**src/rtl/can_rx_deserializer.sv**
```systemverilog
// CAN receive bit engine: synchronizes rxd, recovers bit timing, removes stuff bits
// and packs data bits MSB-first into 32-bit FIFO words. Optional CAN_RX_RESYNC_EN adds soft resync.
module can_rx_deserializer #(
  parameter int BIT_TICKS    = 10,
  parameter int SAMPLE_POINT = 7
) (
  input  logic        clk,
  input  logic        rst,
  input  logic        enable,
  input  logic        rxd,
  output logic [31:0] rx_word,
  output logic [5:0]  rx_count,
  output logic        write_fifo,
  output logic        stuff_error,
  output logic        bus_idle
);

  localparam logic [1:0] S_IDLE  = 2'd0;
  localparam logic [1:0] S_RECV  = 2'd1;
  localparam logic [1:0] S_FLUSH = 2'd2;
  localparam logic [1:0] S_ERROR = 2'd3;

  localparam logic [7:0] TICK_LAST = 8'(BIT_TICKS - 1);
  localparam logic [7:0] TICK_SMP  = 8'(SAMPLE_POINT);

  logic        sync1, rxs, rxs_prev;
  logic [7:0]  tick;
  logic [1:0]  state;
  logic [3:0]  rec_cnt;
  logic [2:0]  run_len;
  logic        prev_bit;
  logic [31:0] shift;
  logic [5:0]  bit_cnt;

  logic        fall, hard_sync, resync, sample;
  logic [31:0] shift_next;

  always_ff @(posedge clk) begin
    if (rst) begin
      sync1    <= 1'b1;
      rxs      <= 1'b1;
      rxs_prev <= 1'b1;
    end else begin
      sync1    <= rxd;
      rxs      <= sync1;
      rxs_prev <= rxs;
    end
  end

  assign fall      = rxs_prev & ~rxs;
  assign hard_sync = (state == S_IDLE) && bus_idle && fall;
`ifdef CAN_RX_RESYNC_EN
  assign resync    = (state == S_RECV) && fall;
`else
  assign resync    = 1'b0;
`endif
  // A sync edge restarts the bit, so the stale sample position on that cycle is dropped.
  assign sample     = (tick == TICK_SMP) && !hard_sync && !resync;
  assign shift_next = {shift[30:0], rxs};

  always_ff @(posedge clk) begin
    if (rst) begin
      state       <= S_IDLE;
      tick        <= '0;
      rec_cnt     <= '0;
      run_len     <= '0;
      prev_bit    <= 1'b0;
      shift       <= '0;
      bit_cnt     <= '0;
      rx_word     <= '0;
      rx_count    <= '0;
      write_fifo  <= 1'b0;
      stuff_error <= 1'b0;
      bus_idle    <= 1'b0;
    end else if (!enable) begin
      state       <= S_IDLE;
      tick        <= '0;
      rec_cnt     <= '0;
      run_len     <= '0;
      shift       <= '0;
      bit_cnt     <= '0;
      write_fifo  <= 1'b0;
      stuff_error <= 1'b0;
      bus_idle    <= 1'b0;
    end else begin
      write_fifo <= 1'b0;
      tick       <= (hard_sync || resync || tick == TICK_LAST) ? 8'd0 : tick + 8'd1;

      case (state)
        S_IDLE: begin
          if (hard_sync) begin
            // run_len == 0 marks the SOF sample still to come
            state    <= S_RECV;
            bus_idle <= 1'b0;
            rec_cnt  <= '0;
            run_len  <= '0;
            prev_bit <= 1'b0;
            shift    <= '0;
            bit_cnt  <= '0;
          end else if (sample) begin
            if (rxs) begin
              if (rec_cnt != 4'd11) rec_cnt <= rec_cnt + 4'd1;
              bus_idle <= (rec_cnt >= 4'd10);
            end else begin
              rec_cnt  <= '0;
              bus_idle <= 1'b0;
            end
          end
        end

        S_RECV: begin
          if (sample) begin
            if (run_len == 3'd0) begin
              run_len  <= 3'd1;
              prev_bit <= rxs;
            end else if (run_len == 3'd5) begin
              if (rxs != prev_bit) begin
                run_len  <= 3'd1;
                prev_bit <= rxs;
              end else if (!rxs) begin
                stuff_error <= 1'b1;
                rec_cnt     <= '0;
                state       <= S_ERROR;
              end else begin
                state <= S_FLUSH;
              end
            end else begin
              run_len  <= (rxs == prev_bit) ? run_len + 3'd1 : 3'd1;
              prev_bit <= rxs;
              if (bit_cnt == 6'd31) begin
                write_fifo <= 1'b1;
                rx_word    <= shift_next;
                rx_count   <= 6'd32;
                shift      <= '0;
                bit_cnt    <= '0;
              end else begin
                shift   <= shift_next;
                bit_cnt <= bit_cnt + 6'd1;
              end
            end
          end
        end

        S_FLUSH: begin
          // shift is cleared on every push, so a partial word is already right-aligned
          if (bit_cnt != 6'd0) begin
            write_fifo <= 1'b1;
            rx_word    <= shift;
            rx_count   <= bit_cnt;
          end
          state    <= S_IDLE;
          rec_cnt  <= 4'd6;
          bus_idle <= 1'b0;
          shift    <= '0;
          bit_cnt  <= '0;
          run_len  <= '0;
        end

        default: begin
          if (sample) begin
            if (rxs) begin
              if (rec_cnt == 4'd10) begin
                state       <= S_IDLE;
                rec_cnt     <= '0;
                stuff_error <= 1'b0;
              end else begin
                rec_cnt <= rec_cnt + 4'd1;
              end
            end else begin
              rec_cnt <= '0;
            end
          end
        end
      endcase
    end
  end

endmodule
```
**config.mk**
```make
export PLATFORM = sky130hd
export DESIGN_NAME = can_rx_deserializer
export DESIGN_NICKNAME = d
export VERILOG_FILES = /design/src/rtl/can_rx_deserializer.sv
export SDC_FILE = /design/constraint.sdc
export NUM_CORES = 1
export LEC_CHECK = 0
export ABC_AREA = 1
export BUFFER_PORTS_ARGS = -buffer_cell sky130_fd_sc_hd__buf_4
export CAP_MARGIN = 10
export CORE_ASPECT_RATIO = 0.6
export CORE_MARGIN = 4
export CORE_UTILIZATION = 30
export DETAILED_ROUTE_END_ITERATION = 6
export PLACE_DENSITY = 0.49
export SYNTH_ARGS = -nofsm -noshare
export SYNTH_HDL_FRONTEND = slang
export SYNTH_SLANG_ARGS = --single-unit
```
**constraint.sdc**
```tcl
create_clock -name clk -period 1.7 [get_ports clk]
set_input_delay 0.425 -clock clk [delete_from_list [all_inputs] [get_ports clk]]
set_output_delay 0.425 -clock clk [all_outputs]
set_load 0.02 [all_outputs]
```
* Word-level counts from Yosys, hierarchy flattened
Index checks and enable logic that the tools add are counted.
** Word-level totals
- Input port bits :: 4
- Output and inout bits :: 41
- Latch bits :: 0
- Logic and storage cells :: 153
- Memories :: 0
- RAM bits :: 0
- ROM bits :: 0
- Flip-flop bits (word level) :: 100
** Operators by class
- Bitwise gates (word level) :: 4
- Reductions and logical operators :: 28
- Equal/unequal tests :: 22
- Divide/modulo/power cells :: 0
- $add $sub $neg :: 4
- Multipliers :: 0
- Shift-type cells :: 0
- Magnitude comparators :: 1
- Multiplexer cells :: 79
** Operators with widths (count)
- two-way mux 32 bit :: 10
- one-hot mux 32 bit (3 select lines) :: 1
- one-hot mux 32 bit (2 select lines) :: 1
- two-way mux 6 bit :: 10
- two-way mux 4 bit :: 12
- AND reduction 8 bit :: 3
- two-way mux 1 bit :: 22
- two-way mux 3 bit :: 6
- inequality test 2 bit, second input constant :: 9
- one-hot mux 6 bit (3 select lines) :: 1
- two-way mux 2 bit :: 8
- one-hot mux 4 bit (3 select lines) :: 1
- one-hot mux 6 bit (2 select lines) :: 1
- AND reduction 5 bit :: 2
- nonzero test 2 bit :: 5
- one-hot mux 3 bit (3 select lines) :: 1
- adder 8 x 1 -> 8 bit, second input constant :: 1
- equality test 8 x 3 -> 1 bit, second input constant :: 1
- equality test 8 x 4 -> 1 bit, second input constant :: 1
- inequality test 4 bit, second input constant :: 2
- one-hot mux 1 bit (2 select lines) :: 4
- nonzero test 4 bit :: 2
- AND reduction 7 bit :: 1
- adder 6 x 1 -> 6 bit, second input constant :: 1
- 26 further kinds :: 32

* Depth between registers and ports, before layout
- Depth after elaboration :: 8
- Depth in mapped cells :: 13
- Depth with buffers taken out :: 12

* Worst setup path after synthesis
OpenSTA, ideal clock, no wires.
- Path type :: flip-flop to flip-flop
- From :: reg state[0]
- To :: reg rx_word[17]
- Clock period less this slack :: 1853 ps
- Setup time :: 113 ps
- Stages on the path, launching flop included :: 12
- Data required time :: 1587 ps
- Arrival time :: 1740 ps
- Path buffers :: 3
- Setup slack :: -153 ps
- Path through :: dfxtp_1 > inv_1 > ha_1 > buf_2 > nand4_1 > nand2_1 > o21ai_2 > nand2_2 > buf_4 > buf_6 > nor2_1 > nor2_1
** Between the ends
- Longest elaborated chain between the ends :: 7
- Elaborated cells between the ends (all ways) :: 15
- Those cells by class :: 7 x eq/ne; 1 x mux; 7 x reduce/logical
** Ends and longest elaborated chain
- start, declared :: line 28 : logic [1:0] state;
- start signal, assigned :: line 63 : state <= S_IDLE;
- start signal, assigned :: line 76 : state <= S_IDLE;
- start signal, assigned :: line 93 : state <= S_RECV;
- zero test 2 bit :: line 51 : assign hard_sync = (state == S_IDLE) && bus_idle && fall;
- logical AND 1 bit (2 in series) :: line 51
- zero test 1 bit :: line 58 : assign sample = (tick == TICK_SMP) && !hard_sync && !resync;
- logical AND 1 bit :: line 58
- inequality test 2 bit (no source line)
- AND reduction 7 bit (no source line)
- end signal, assigned :: line 132 : rx_word <= shift_next;
- end signal, assigned :: line 148 : rx_word <= shift;
- end, declared :: line 11 : output logic [31:0] rx_word,
Several ways; a longest one is shown, not always the timed one.
A chain may end at the register's enable or synchronous reset.

* Worst setup path after layout
- From :: reg state[1]
- To :: reg shift[7]
** Between the ends
- Longest elaborated chain between the ends :: 7
- Elaborated cells between the ends (all ways) :: 14
- Those cells by class :: 6 x eq/ne; 1 x mux; 7 x reduce/logical
** Ends and longest elaborated chain
- zero test 2 bit :: line 51, 89
- logical AND 1 bit (2 in series) :: line 51
- zero test 1 bit :: line 58
- logical AND 1 bit :: line 58
- inequality test 2 bit (no source line)
- AND reduction 5 bit (no source line)
- end signal, assigned :: line 137 : shift <= shift_next;
- end, declared :: line 32 : logic [31:0] shift;
Several ways; a longest one is shown, not always the timed one.

==> summary.md <==
| Metric | Value |
|---|---|
| Status | `finished with violations` |
| Failing checks | `negative setup slack` |
| Critical path type | `reg2reg` |
| Max rail drop VDD | `0.363 mV` |
| Crit path time final | `1.86 ns` |
| Crit start category | `register` |
| Warnings from Yosys | `0` |
| Avg Vias per Cell | `4.29` |
| Seq/Total Area, Yosys | `0.391` |
| First-pass GRT wire length | `22.1 mm` |
| RSZ-0062 raised after global routing | `yes` |
| DP Cell Count | `1,127` |
| Congestion Overflow GR | `0` |
| Antenna viol nets, final | `0` |
| Crit path DAT | `2.12 ns` |
| Mapped Cells | `821` |
| Number of global-route vias before repair | `4,312` |
| Vias | `4,976` |
| Reg clk slew, reported paths | `0.08 ns` |
| Data required, critical path | `1.96 ns` |
| Type of the most critical hold path | `in2reg` |
| Layout cell share with drive strength beyond 1 | `0.298` |
| Max Cap Viol | `0` |
| Mapped Area | `0.00512 mm2` |
| Core outline area | `0.0165 mm2` |
| Detailed router's first-iteration violation count | `303` |
| Largest net degree at the start of global routing | `46` |
| Clock latency on the worst-skew pair | `0.35 ns` |
| I/O pin count | `45` |
| Total GRT Usage | `0.141` |
| Total power | `0.00451 W` |
| Clk buf depth | `2` |
| Max Slew Vio Count | `0` |
| Setup Viol. Count Final | `80` |
| DIE HEIGHT | `109 um` |
| Root Driver | `clkbuf_16` |
| CP cell instances | `inv_2 -> buf_6 -> ha_4 -> nand2_4 -> nor2_4 -> nor2_4 -> nor3_4 -> nand2_8 -> clkinv_8 -> clkbuf_16 -> nand2_2 -> nand2_1 -> nor2_1` |
| Finished Layout Cells | `1,160` |
| # clock sinks | `100` |
| Mapped Nets | `838` |
| H-Tree Depth | `3` |
| Worst path most repeated cell | `nor2_4` |
| Fmax | `538 MHz` |
| CTS tree | `done` |
| Fin util | `0.444` |
| Static leakage | `3.26 nW` |
| Worst Setup End Kind | `register` |
| CP Max Fanout | `8` |
| Clock Skews | `0.0111 ns` |
| Drt first pass iters | `4` |
| Hpwl dp | `9.19 mm` |
| Drt drc | `0` |
| Netlist cell types | `33` |
| Power density cells | `616 mW/mm2` |
| Synthesis-to-layout area growth | `43.0%` |
| Diodes inserted | `0` |
| Fin crit share | `1.09` |
| Total CTS buffers | `9` |
| Slowest CP cell | `dfxtp_2` |
| Drt wl/cell | `12.4 um` |
| Port bufs | `44` |
| Die width | `177 um` |
| Max_slew headroom | `0.748` |
| Nets@finish | `944` |
| Post-Route WL | `14.4 mm` |
| Final count of hold timing violations | `0` |
| Antenna violations before repair | `0` |
| Mean Syn Cell Area | `6.23 um2` |
| Pre-CTS setup slack | `-0.0831 ns` |
| Routability congestion estimate from global placement | `0.823` |
| Max incr delay on CP | `0.33 ns` |
| Setup WS post-layout | `-0.160 ns` |
| FP Rows | `36` |
| Post-synthesis sequential element count | `100` |
| Total die area | `0.0193 mm2` |
| Hold Buf Count CTS | `0` |
| Setup TNS | `-6.54 ns` |
| Initial Utilization | `0.310` |
| Slew @ Worst Pin | `0.373 ns` |
cells in the mapped netlist:
master	count	area, um2
nand2_1	220	826
nor2_1	214	803
dfxtp_1	100	2000
inv_1	97	364
o21ai_0	47	235
nand3_1	26	130
a21oi_1	21	105
clkbuf_1	15	56.3
buf_2	13	65.1
ha_1	13	163
o21ai_1	10	50.1
nand4_1	6	37.5
nor3_1	6	30.0
buf_1	4	15.0
or2_2	4	25.0
buf_6	3	33.8
xor2_1	3	26.3
inv_2	2	7.51
nand2_2	2	12.5
nand3_2	2	20.0
buf_4	1	7.51
clkinv_1	1	3.75
nand3b_1	1	7.51
nor2_2	1	6.26
nor2_4	1	11.3
nor3_2	1	10.0
nor3b_1	1	7.51
o21a_1	1	7.51
o21ai_2	1	8.76
o21ai_4	1	16.3
o311ai_0	1	8.76
o31ai_1	1	7.51
xnor2_1	1	8.76
repair_timing:
item | in CTS | in global routing
hold endpoints to repair | 0 | 0
pin swaps | 6 | 48
endpoints found under the setup margin | 54 | 90
buffers inserted | 2 | 9
cloned | 2 | 7
gates resized for setup | 33 | 141
layout by cell type, fill, tap and decap left out, types with 2 or more instances in the layout:
master      count
nand2_1       187
nor2_1        176
buf_4         105
dfxtp_1        94
inv_1          86
nor2_2         30
o21ai_0        30
nand2_2        20
o21ai_1        20
nand3_1        19
nand2_4        14
clkbuf_16      14
a21oi_1        13
nor2_4         10
inv_2           9
buf_6           9
a21oi_2         8
ha_1            8
buf_12          8
nand4_1         6
nor3_1          5
nand3_2         5
o21ai_2         5
dfxtp_2         5
nand3_4         4
o21ai_4         4
or2_2           4
ha_4            4
clkinv_4        4
xor2_1          3
buf_8           3
nor3_4          2
clkinvlp_4      2
inv_8           2
routing by layer:
| layer | vias up | part of all wire | track usage |
|---|---|---|---|
| li1 | 2714 | - | - |
| met1 | 2159 | 0.59 | 0.229 |
| met2 | 95 | 0.35 | 0.179 |
| met3 | 8 | 0.053 | 0.0378 |
| met4 | 0 | 0.0079 | 0.0298 |
| met5 | - | 0 | 0 |
final cells by class:
class                           instances  area, um2
Clock buffer                           10        229
Clock inverter                          6       57.6
Fill cell                            1711       9170
Inverter                              100        403
Multi-Input combinational cell        585       3080
Sequential cell                       100       2010
Tap cell                              228        285
Timing Repair Buffer                  131       1250
registers in the layout, indices dropped and copies added, names as in the netlist:
signal / flops
prev_bit: 1
state: 2
shift: 32
rx_word: 32
tick: 8
sync1: 1
rxs_prev: 1
bus_idle: 1
rxs: 1
stuff_error: 1
rx_count: 6
bit_cnt: 6
rec_cnt: 4
run_len: 3
write_fifo: 1
cell families (layout without fill, tap and decap cells):
logic type,Yosys count,after routing,share of synthesized area
adders and majority gates,13,13,0.0318
DFF,100,100,0.391
buffers and inverters,136,247,0.108
AOI/OAI and AO/OA,83,83,0.0858
and+or+nand+nor,485,485,0.376
xor gates and xnor gates,4,4,0.00685
worst paths after layout:
path	startpoint	to	slack [ns]	cells past startpoint
worst max-delay path	state[1]$_SDFFE_PP0P_	shift[7]$_SDFFE_PP0P_	-0.16	13
worst min-delay path	rxd	sync1$_SDFF_PP1_	0.26	2
worst max register to register	state[1]$_SDFFE_PP0P_	shift[7]$_SDFFE_PP0P_	-0.16	13
worst min register to register	sync1$_SDFF_PP1_	rxs$_SDFF_PP1_	0.41	1
through the flow:
step	hold slack, ns	instance area [um2]
final	0.260	7320
after global routing	0.261	7320
after CTS	0.250	6670
after detailed placement	0.401	6210
after global placement	0.401	6210
after floorplan	0.389	5210
power by group:
| part | switching (W) | internal [W] |
|---|---|---|
| Clock | 0.00100 | 0.00103 |
| Combinational | 0.0000862 | 0.0000498 |
| Sequential | 0.00000272 | 0.00234 |
worst max-delay path, delay by kind of cell (launching register included):
family                   cells  cell delay, ns
AND/OR/NAND/NOR              8            0.82
buffers and inverters        4            0.44
flip-flops                   1            0.33
adder cells (fa/ha/maj)      1            0.16
No activity file was read; power rests on OpenSTA's default activity.
